File: src/rtl/vga_pattern_gen.sv
// vga_pattern_gen -- test pattern source for a VGA controller.
//
// Renders one of four patterns from the controller's pixel coordinates, with
// one cycle of latency. The pattern mode is sampled only at frame start (the
// valid pixel at X=0, Y=0), so a mode change never tears a frame.
//
// Ports:
//   iCLK, iRST_N           pixel clock, asynchronous active-low reset
//   iMODE[1:0]             requested pattern (0 tile, 1 bars, 2 checker, 3 scroll)
//   iCurrent_X/Y[9:0]      pixel coordinates from the VGA controller
//   iVALID                 pixel lies in the display window
//   oRed/oGreen/oBlue      registered colour, COLOR_W bits each
//   oVALID                 iVALID delayed to line up with the colour outputs
//   oFRAME_CNT[7:0]        frame starts seen since reset (wraps)
//
// Build option: define VGA_PATTERN_BORDER_EN to paint a one-pixel white frame
// around the active area on top of every pattern.
module vga_pattern_gen #(
  parameter int COLOR_W   = 10,
  parameter int H_ACTIVE  = 640,
  parameter int V_ACTIVE  = 480,
  parameter int TILE_LOG2 = 6
) (
  input  logic               iCLK,
  input  logic               iRST_N,
  input  logic [1:0]         iMODE,
  input  logic [9:0]         iCurrent_X,
  input  logic [9:0]         iCurrent_Y,
  input  logic               iVALID,
  output logic [COLOR_W-1:0] oRed,
  output logic [COLOR_W-1:0] oGreen,
  output logic [COLOR_W-1:0] oBlue,
  output logic               oVALID,
  output logic [7:0]         oFRAME_CNT
);

  localparam logic [COLOR_W-1:0] C_MAX = '1;
  localparam logic [COLOR_W-1:0] C_BG  = COLOR_W'(1) << (COLOR_W - 3);

  logic [1:0]         mode_q,  mode_d;
  logic [7:0]         cnt_q,   cnt_d;
  logic [9:0]         bar_q,   bar_d;
  logic [COLOR_W-1:0] red_q,   red_d;
  logic [COLOR_W-1:0] green_q, green_d;
  logic [COLOR_W-1:0] blue_q,  blue_d;
  logic               vld_q,   vld_d;

  logic        frame_start;
  logic        active;
  logic [12:0] x_times8;
  logic [2:0]  bar_idx;
  logic [10:0] bar_dist;
  logic        chk_white;

  always_comb begin
    frame_start = iVALID && (iCurrent_X == 10'd0) && (iCurrent_Y == 10'd0);
    active      = iVALID && ({1'b0, iCurrent_X} < 11'(H_ACTIVE))
                         && ({1'b0, iCurrent_Y} < 11'(V_ACTIVE));

    // Frame-level state advances at frame start; the frame-start pixel itself
    // is rendered from the *_d values so it already uses the new mode/count.
    mode_d = mode_q;
    cnt_d  = cnt_q;
    bar_d  = bar_q;
    if (frame_start) begin
      mode_d = iMODE;
      cnt_d  = cnt_q + 8'd1;
      bar_d  = (bar_q == 10'(V_ACTIVE - 1)) ? 10'd0 : bar_q + 10'd1;
    end

    // Colour-bar index = X*8/H_ACTIVE, only meaningful for X < H_ACTIVE.
    x_times8 = {iCurrent_X, 3'b000};
    bar_idx  = 3'(x_times8 / 13'(H_ACTIVE));

    // Distance of this line below the bar top, modulo V_ACTIVE, so the bar
    // wraps cleanly from the bottom line to the top.
    if (iCurrent_Y >= bar_d)
      bar_dist = {1'b0, iCurrent_Y} - {1'b0, bar_d};
    else
      bar_dist = {1'b0, iCurrent_Y} + 11'(V_ACTIVE) - {1'b0, bar_d};

    chk_white = iCurrent_X[TILE_LOG2] ^ iCurrent_Y[TILE_LOG2] ^ cnt_d[5];

    red_d   = '0;
    green_d = '0;
    blue_d  = '0;
    if (active) begin
      unique case (mode_d)
        2'd0: begin
          red_d   = COLOR_W'(iCurrent_X[TILE_LOG2-1:0]) << (COLOR_W - TILE_LOG2);
          green_d = COLOR_W'(iCurrent_Y[TILE_LOG2-1:0]) << (COLOR_W - TILE_LOG2);
          blue_d  = COLOR_W'({iCurrent_X[9:6], iCurrent_Y[9:6]}) << (COLOR_W - 8);
        end
        2'd1: begin
          // white, yellow, cyan, green, magenta, red, blue, black
          red_d   = bar_idx[1] ? '0 : C_MAX;
          green_d = bar_idx[2] ? '0 : C_MAX;
          blue_d  = bar_idx[0] ? '0 : C_MAX;
        end
        2'd2: begin
          red_d   = chk_white ? C_MAX : '0;
          green_d = chk_white ? C_MAX : '0;
          blue_d  = chk_white ? C_MAX : '0;
        end
        default: begin
          if (bar_dist < 11'd16) begin
            green_d = C_MAX;
          end else begin
            red_d   = C_BG;
            green_d = C_BG;
            blue_d  = C_BG;
          end
        end
      endcase
`ifdef VGA_PATTERN_BORDER_EN
      if ((iCurrent_X == 10'd0) || (iCurrent_X == 10'(H_ACTIVE - 1)) ||
          (iCurrent_Y == 10'd0) || (iCurrent_Y == 10'(V_ACTIVE - 1))) begin
        red_d   = C_MAX;
        green_d = C_MAX;
        blue_d  = C_MAX;
      end
`endif
    end

    vld_d = iVALID;
  end

  always_ff @(posedge iCLK or negedge iRST_N) begin
    if (!iRST_N) begin
      mode_q  <= '0;
      cnt_q   <= '0;
      bar_q   <= '0;
      red_q   <= '0;
      green_q <= '0;
      blue_q  <= '0;
      vld_q   <= 1'b0;
    end else begin
      mode_q  <= mode_d;
      cnt_q   <= cnt_d;
      bar_q   <= bar_d;
      red_q   <= red_d;
      green_q <= green_d;
      blue_q  <= blue_d;
      vld_q   <= vld_d;
    end
  end

  assign oRed       = red_q;
  assign oGreen     = green_q;
  assign oBlue      = blue_q;
  assign oVALID     = vld_q;
  assign oFRAME_CNT = cnt_q;

endmodule

File: config.mk
export PLATFORM = sky130hd
export DESIGN_NAME = vga_pattern_gen
export DESIGN_NICKNAME = d
export VERILOG_FILES = /design/src/rtl/vga_pattern_gen.sv
export SDC_FILE = /design/constraint.sdc
export NUM_CORES = 1
export LEC_CHECK = 0
export BUFFER_PORTS_ARGS = -buffer_cell sky130_fd_sc_hd__buf_2
export CAP_MARGIN = 10
export CORE_ASPECT_RATIO = 0.5
export CORE_UTILIZATION = 60
export DETAILED_ROUTE_END_ITERATION = 6
export PLACE_DENSITY = 0.86
export SKIP_LAST_GASP = 1
export SLEW_MARGIN = 20
export SYNTH_ARGS = -nofsm -noshare
export SYNTH_HDL_FRONTEND = slang
export SYNTH_SLANG_ARGS = --single-unit
File: constraint.sdc
create_clock -name iCLK -period 6.9 [get_ports iCLK]
set_clock_uncertainty 0.15 [all_clocks]
set_input_delay 1.38 -clock iCLK [delete_from_list [all_inputs] [get_ports iCLK]]
set_output_delay 1.38 -clock iCLK [all_outputs]
set_load 0.05 [all_outputs]
==> results of run 1 <==
[synth_stat cells, types with 6 or more instances]
library cell	n	area (um^2)
ha_1	25	313
a211oi_1	8	60.1
nand2_1	37	139
xor2_1	7	61.3
dfrtp_1	44	1100
a21o_1	6	45.0
xnor2_1	6	52.6
o31ai_1	6	45.0
nor2_1	19	71.3
inv_1	25	93.8
nand4_1	6	37.5
o21ai_0	11	55.1
a21oi_1	24	120
buf_4	8	60.1
nor3_1	7	35.0
nand3_1	8	40.0
[registers in the layout, summed over array words and instances (netlist names)]
signal / flops
oRed: 7
oBlue: 9
oFRAME_CNT: 8
bar_q: 10
oVALID: 1
mode_q: 2
oGreen: 7
[metal layers]
metal	part of all wire [%]	track usage, %
met2	48	50.1
met5	0	0
met4	1.1	8.45
met1	46	38.1
met3	5.0	4.00
[metrics by stage]
step,worst slack [ns],util (%),area [um^2],cells,hold WS [ns]
2_1_floorplan,1.90,-,3200,337,0.352
3_3_place_gp,1.47,69.5,3490,456,0.303
3_5_place_dp,1.25,69.5,3490,456,0.309
4_1_cts,1.51,71.8,3610,464,0.323
5_1_grt,1.18,71.8,3610,464,0.339
6_report,1.41,71.8,3610,464,0.317
[power by group through the flow]
| stage | Combinational [mW] | Clock (mW) | Sequential, mW |
|---|---|---|---|
| 6_report | 0.105 | 0.205 | 0.262 |
| 5_1_grt | 0.113 | 0.216 | 0.263 |
| 4_1_cts | 0.104 | 0.206 | 0.262 |
| 3_5_place_dp | 0.103 | 0 | 0.267 |
| 3_3_place_gp | 0.0994 | 0 | 0.267 |
| 2_1_floorplan | 0.0550 | 0 | 0.282 |
[path summary, 6_finish.rpt]
kind                                from            end  slack (ns)
min reg2reg                oFRAME_CNT[7]  oFRAME_CNT[7]        0.32
max                        iCurrent_Y[7]      oGreen[8]        1.41
max reg2reg                     bar_q[3]      oGreen[8]        2.39
min                        oFRAME_CNT[7]  oFRAME_CNT[7]        0.32
max in group asynchronous         iRST_N       oBlue[4]        5.31
min in group asynchronous         iRST_N       bar_q[8]        0.90
[final cells by class]
cell class	count	area share, %
Clock buffer	5	1.91
Timing Repair Buffer	63	8.81
Multi-Input combinational cell	251	52.1
Inverter	28	2.91
Sequential cell	44	30.5
Tap cell	70	2.43
Clock inverter	3	1.28
[cell families (layout without fill, tap and decap cells)]
| kind of cell | count (synthesis) | in the layout | share of synthesized area (%) |
|---|---|---|---|
| and+or+nand+nor | 112 | 112 | 19.4 |
| AOI/OAI and AO/OA | 93 | 93 | 21.8 |
| DFF | 44 | 44 | 34.4 |
| buffers and inverters | 42 | 99 | 6.77 |
| adders and majority gates | 31 | 31 | 12.9 |
| xor gates and xnor gates | 13 | 13 | 3.56 |
| muxes | 2 | 2 | 1.13 |
[critical path, cell delays in order]
cell	delay, ns
buf_2	0.14
nor4_2	0.33
nand4_2	0.24
nor2_4	0.36
nand2_1	0.11
xor2_1	0.31
ha_1	0.27
fa_1	0.44
a21oi_1	0.30
a211oi_1	0.17
o31ai_1	0.31
a21bo_2	0.26
a41o_1	0.28
a211oi_2	0.47
nor3_1	0.13
[cell usage in the layout, fill, tap and decap left out, drive strengths merged, types with 3 or more instances in the layout]
cell,Yosys,final
nand2,37,37
nand3,9,9
a21o,6,6
nor4,7,7
ha,25,25
buf,10,63
clkbuf,4,5
xor2,7,7
nand2b,3,3
fa,4,4
a21bo,3,3
dfrtp,44,44
o211ai,4,4
inv,28,29
nor3,9,9
a211oi,9,9
nor2,21,21
xnor2,6,6
nor2b,3,3
o21a,3,3
o31ai,6,6
o31a,3,3
a21oi,26,26
and3,3,3
o21ai,14,14
nand4,7,7
==> run_results.csv, run 1 <==
group,metric,value,unit
power,pwr-share-comb,18.3,%
status,status,"finished, final reports clean",
timing,rsz0062_at_grt,"false",
power,max-vdd-ir-drop,0.0946,mV
timing,worst_slew_pin_slew,0.671,ns
timing,hold_violations,0,
synthesis,syn_area,0.00320,mm^2
power,p_total,573,uW
layout,multi_input_area,0.00188,mm^2
run,maxCapViolations,0,
timing,setup_viol,0,
layout,regArea,0.00110,mm^2
route,viasPerCell,5.96,
route,routedWlPerCell,16.8,um
critical_path,criticalPathCategory,"input port to flop",
route,drtPass1Iterations,5,
synthesis,synth_cell_types,72,
grt,grt_use_total,28.6,%
min_path,holdPathStages,1,
synthesis,ys_seq_area_share,34.4,%
clock_network,path_clk_slew,0.09,ns
grt,grt_pass1_wl,12200,um
floorplan,die_area,0.00565,mm^2
timing,max_slew_margin,55.0,%
layout,diodes,0,
critical_path,crit_path_end_kind,"flop",
power,power-per-cell-area,159,mW/mm^2
placed_design,place_hpwl,5930,um
clock_network,clock_latency,0.30,ns
grt,grt_pass1_vias,2547,
layout,fill_cells,372,
timing,final.setup.tns,0,ns
timing,finalCritPeriodShare,79.5,%
synthesis,netlist_instances,337,
grt,grt_max_degree,45,
synthesis,avgSynthCellArea,9.49,um^2
critical_path,r2r_cells,15,
route,drtIter0Drc,191,
route,drc,0,
clock_network,cts_setup_buffers,0,
synthesis,async_reset_ff_share,100,%
power,p_int,406,uW
timing,post-route-min-period,5.49,ns
synthesis,ys.flop_type,"dfrtp_1",
clock_network,cts_resized,0,
floorplan,die_y,53.6,um
synthesis,ys_seq_elements,44,
grt,antenna_found_initial,0,
min_path,worstHoldPathType,"flop to flop",
critical_path,worstPathRequired,6.91,ns
layout,drive_above_1_share,26.1,%
clock_network,numCtsBuffers,5,
timing,drv_slew,0,
power,netSwitchingFraction,29.0,%
clock_network,cts-root-buf,"clkbuf_8",
placed_design,place_congestion,0.920,
floorplan,ios,64,
floorplan,coreArea,0.00502,mm^2
power,p_leak,1.84,nW
route,detail-route-antenna-nets,0,
clock_network,cts_buffer_depth,2,
synthesis,ys.warnings.count,0,
route,wirelength,7790,um
clock_network,cts_tree,"yes",
synthesis,synthesis.nets,391,
floorplan,row_count,18,
power,p_clk_share,35.9,%
critical_path,crit_fanout,12,
clock_network,cts-htree-levels,2,
critical_path,cp.arrival,5.49,ns
synthesis,synth_edf_count,0,
power,seqPwrFrac,45.8,%
layout,syn2layout_area_growth,12.8,%
timing,max_freq,182,MHz
floorplan,dieWidth,105,um
clock_network,cts.sinks,44,
route,vias,2764,
grt,grt_overflow_total,0,
power,switchingPower,166,uW
layout,nets,447,
floorplan,start_util,63.7,%
clock_network,cts_hold_buffers,0,
critical_path,critPathLaunchType,"input port",
placed_design,numPortBuffers,63,
No activity file was read; power rests on OpenSTA's default activity.
==> run 2, diff against run 1 <==
--- a/config.mk
+++ b/config.mk
@@ -8,9 +8,9 @@
 export BUFFER_PORTS_ARGS = -buffer_cell sky130_fd_sc_hd__buf_2
 export CAP_MARGIN = 10
 export CORE_ASPECT_RATIO = 0.5
-export CORE_UTILIZATION = 60
+export CORE_UTILIZATION = 50
 export DETAILED_ROUTE_END_ITERATION = 6
-export PLACE_DENSITY = 0.86
+export PLACE_DENSITY = 0.76
 export SKIP_LAST_GASP = 1
 export SLEW_MARGIN = 20
 export SYNTH_ARGS = -nofsm -noshare
==> constraint.sdc (replaced) <==
create_clock -name iCLK -period 5 [get_ports iCLK]
set_clock_uncertainty 0.15 [all_clocks]
set_input_delay 1 -clock iCLK [delete_from_list [all_inputs] [get_ports iCLK]]
set_output_delay 1 -clock iCLK [all_outputs]
set_load 0.05 [all_outputs]
==> run 2 against run 1 <==
Register-to-register slack got worse by 1.6 ns. Cell area rose by 4.3%. Non-clock buffer count rose by 8. Sequential power rose by 38%. Critical path type unchanged. Highest routed layer unchanged. Via count rose by 1.2%. Combinational power rose by 44%. Die area rose by 19%. Global-route usage fell by 2.5 points.
==> run_results.csv, run 2 (synthesis gave the netlist of run 1 again) <==
group,metric,value,unit
clock_network,cts_setup_buffers,0,
clock_network,cts-htree-levels,2,
min_path,holdPathStages,1,
critical_path,crit_fanout,9,
clock_network,clock_latency,0.29,ns
route,wirelength,8210,um
grt,antenna_found_initial,0,
layout,largest_reg_flops,10,
route,drc,0,
timing,rsz0062_at_grt,"false",
layout,drive_above_1_share,28.1,%
placed_design,numPortBuffers,63,
power,p_leak,1.90,nW
floorplan,die_area,0.00674,mm^2
timing,worst_slew_pin_slew,0.710,ns
power,power-per-cell-area,237,mW/mm^2
floorplan,die_y,58.6,um
clock_network,cts_tree,"yes",
critical_path,crit_family,"compound AO/OA/AOI/OAI gates",
layout,syn2layout_area_growth,17.7,%
critical_path,worstPathRequired,5.05,ns
clock_network,cts_buffer_depth,2,
critical_path,r2r_end,"oGreen[8]",
timing,setup_viol,0,
critical_path,cp.buffers_inverters,2,
critical_path,reg2reg_slack,0.79,ns
clock_network,path_clk_slew,0.07,ns
critical_path,critPathLaunchType,"input port",
critical_path,max_stage_delay,0.45,ns
layout,fin_area,0.00376,mm^2
route,vias,2798,
layout,nets,455,
clock_network,cts_hold_buffers,0,
clock_network,cts.sinks,44,
route,detail-route-antenna-nets,0,
critical_path,cp_cell_sequence,"buf_2 > nor4_2 > nand4_2 > nor2_4 > nand3_1 > or3_1 > o21a_1 > inv_1 > ha_1 > o21bai_1 > o31ai_1 > o221ai_1 > a2111oi_1 > a22o_1 > a211oi_4 > nor3_1",
layout,diodes,0,
floorplan,start_util,52.2,%
placed_design,place_congestion,0.977,
layout,layout_commonest_cell,"buf_2",
min_path,worstHoldPathType,"flop to flop",
timing,finalCritPeriodShare,94.3,%
timing,drv_slew,0,
floorplan,row_count,20,
power,max-vdd-ir-drop,0.120,mV
route,routedWlPerCell,16.8,um
status,status,"finished, final reports clean",
placed_design,place_hpwl,6410,um
timing,final.setup.tns,0,ns
route,viasPerCell,5.71,
floorplan,coreArea,0.00613,mm^2
timing,hold_violations,0,
clock_network,numCtsBuffers,5,
route,drtIter0Drc,145,
timing,max_freq,212,MHz
min_path,holdCritStartpoint,"oFRAME_CNT[7]",
grt,grt_overflow_total,0,
layout,most-common-layout-cells,"62 x buf_2, 44 x dfrtp_1, 37 x nand2_1",
route,drtPass1Iterations,5,
critical_path,crit_path_end_kind,"flop",
grt,grt_max_degree,45,
timing,post-route-min-period,4.72,ns
grt,grt_pass1_wl,13300,um
floorplan,dieWidth,115,um
grt,grt_pass1_vias,2713,
clock_network,cts-root-buf,"clkbuf_16",
clock_network,cts_resized,0,
critical_path,reg2reg_from,"bar_q[3]",
timing,max_slew_margin,52.4,%
critical_path,cp_slowest_cell,"a2111oi_1",
floorplan,ios,64,
min_path,min_to,"oFRAME_CNT[7]",
layout,largest_register,"bar_q",
power,p_total,894,uW
critical_path,r2r_cells,16,
grt,grt_use_total,26.1,%
critical_path,cp.arrival,4.76,ns
critical_path,criticalPathCategory,"input port to flop",
run,maxCapViolations,0,
placed_design,placed_cell_area,0.00357,mm^2
## run 2: cell count changes in the layout (fill, tap and decap cells not counted)
| cell | change |
|---|---|
| a2111oi_0 | -1 |
| a2111oi_1 | +1 |
| a211oi_1 | -1 |
| a211oi_4 | +1 |
| a21oi_1 | -1 |
| a21oi_2 | +1 |
| buf_4 | +8 |
| clkbuf_16 | +5 |
| clkbuf_8 | -5 |
## run 2: per-stage QoR
stage	setup slack, ns	utilization [%]	instances	hold WS (ns)
detailed placement	-0.0142	58.3	482	0.316
global placement	0.190	58.3	482	0.304
CTS	0.256	61.1	490	0.329
finish	0.285	61.4	490	0.329
floorplan	0.378	-	337	0.352
global route	0.0160	61.4	490	0.355
## run 2: how the worst max path moves through the flow
stage                        from        end  slack, ns  depth (start not counted)
finish              iCurrent_Y[7]  oGreen[8]       0.28                         16
global route        iCurrent_Y[7]  oGreen[8]       0.02                         16
CTS                 iCurrent_Y[8]  oGreen[8]       0.26                         16
detailed placement  iCurrent_Y[7]  oGreen[8]      -0.01                         15
global placement    iCurrent_Y[4]  oGreen[8]       0.19                         15
floorplan           iCurrent_X[5]  oGreen[8]       0.38                         16
## run 2: layer usage
metal / vias to the layer above / routed length, um / global-route usage [%]
met4: 0 / 89 / 6.12
met3: 12 / 382 / 4.74
li1: 1335 / - / -
met1: 1369 / 3730 / 34.5
met2: 82 / 4020 / 45.2
met5: - / 0 / 0
## run 2: power by group
| part | switching, mW | total (mW) | internal (mW) |
|---|---|---|---|
| Clock | 0.143 | 0.380 | 0.237 |
| Combinational | 0.0988 | 0.151 | 0.0523 |
| Sequential | 0.00137 | 0.362 | 0.361 |
## run 2: cell type report
type,instances,area [um^2]
Tap cell,88,110
Timing Repair Buffer,71,378
Inverter,28,105
Sequential cell,44,1100
Multi-Input combinational cell,251,1900
Clock buffer,5,125
Fill cell,508,2370
Clock inverter,3,46.3
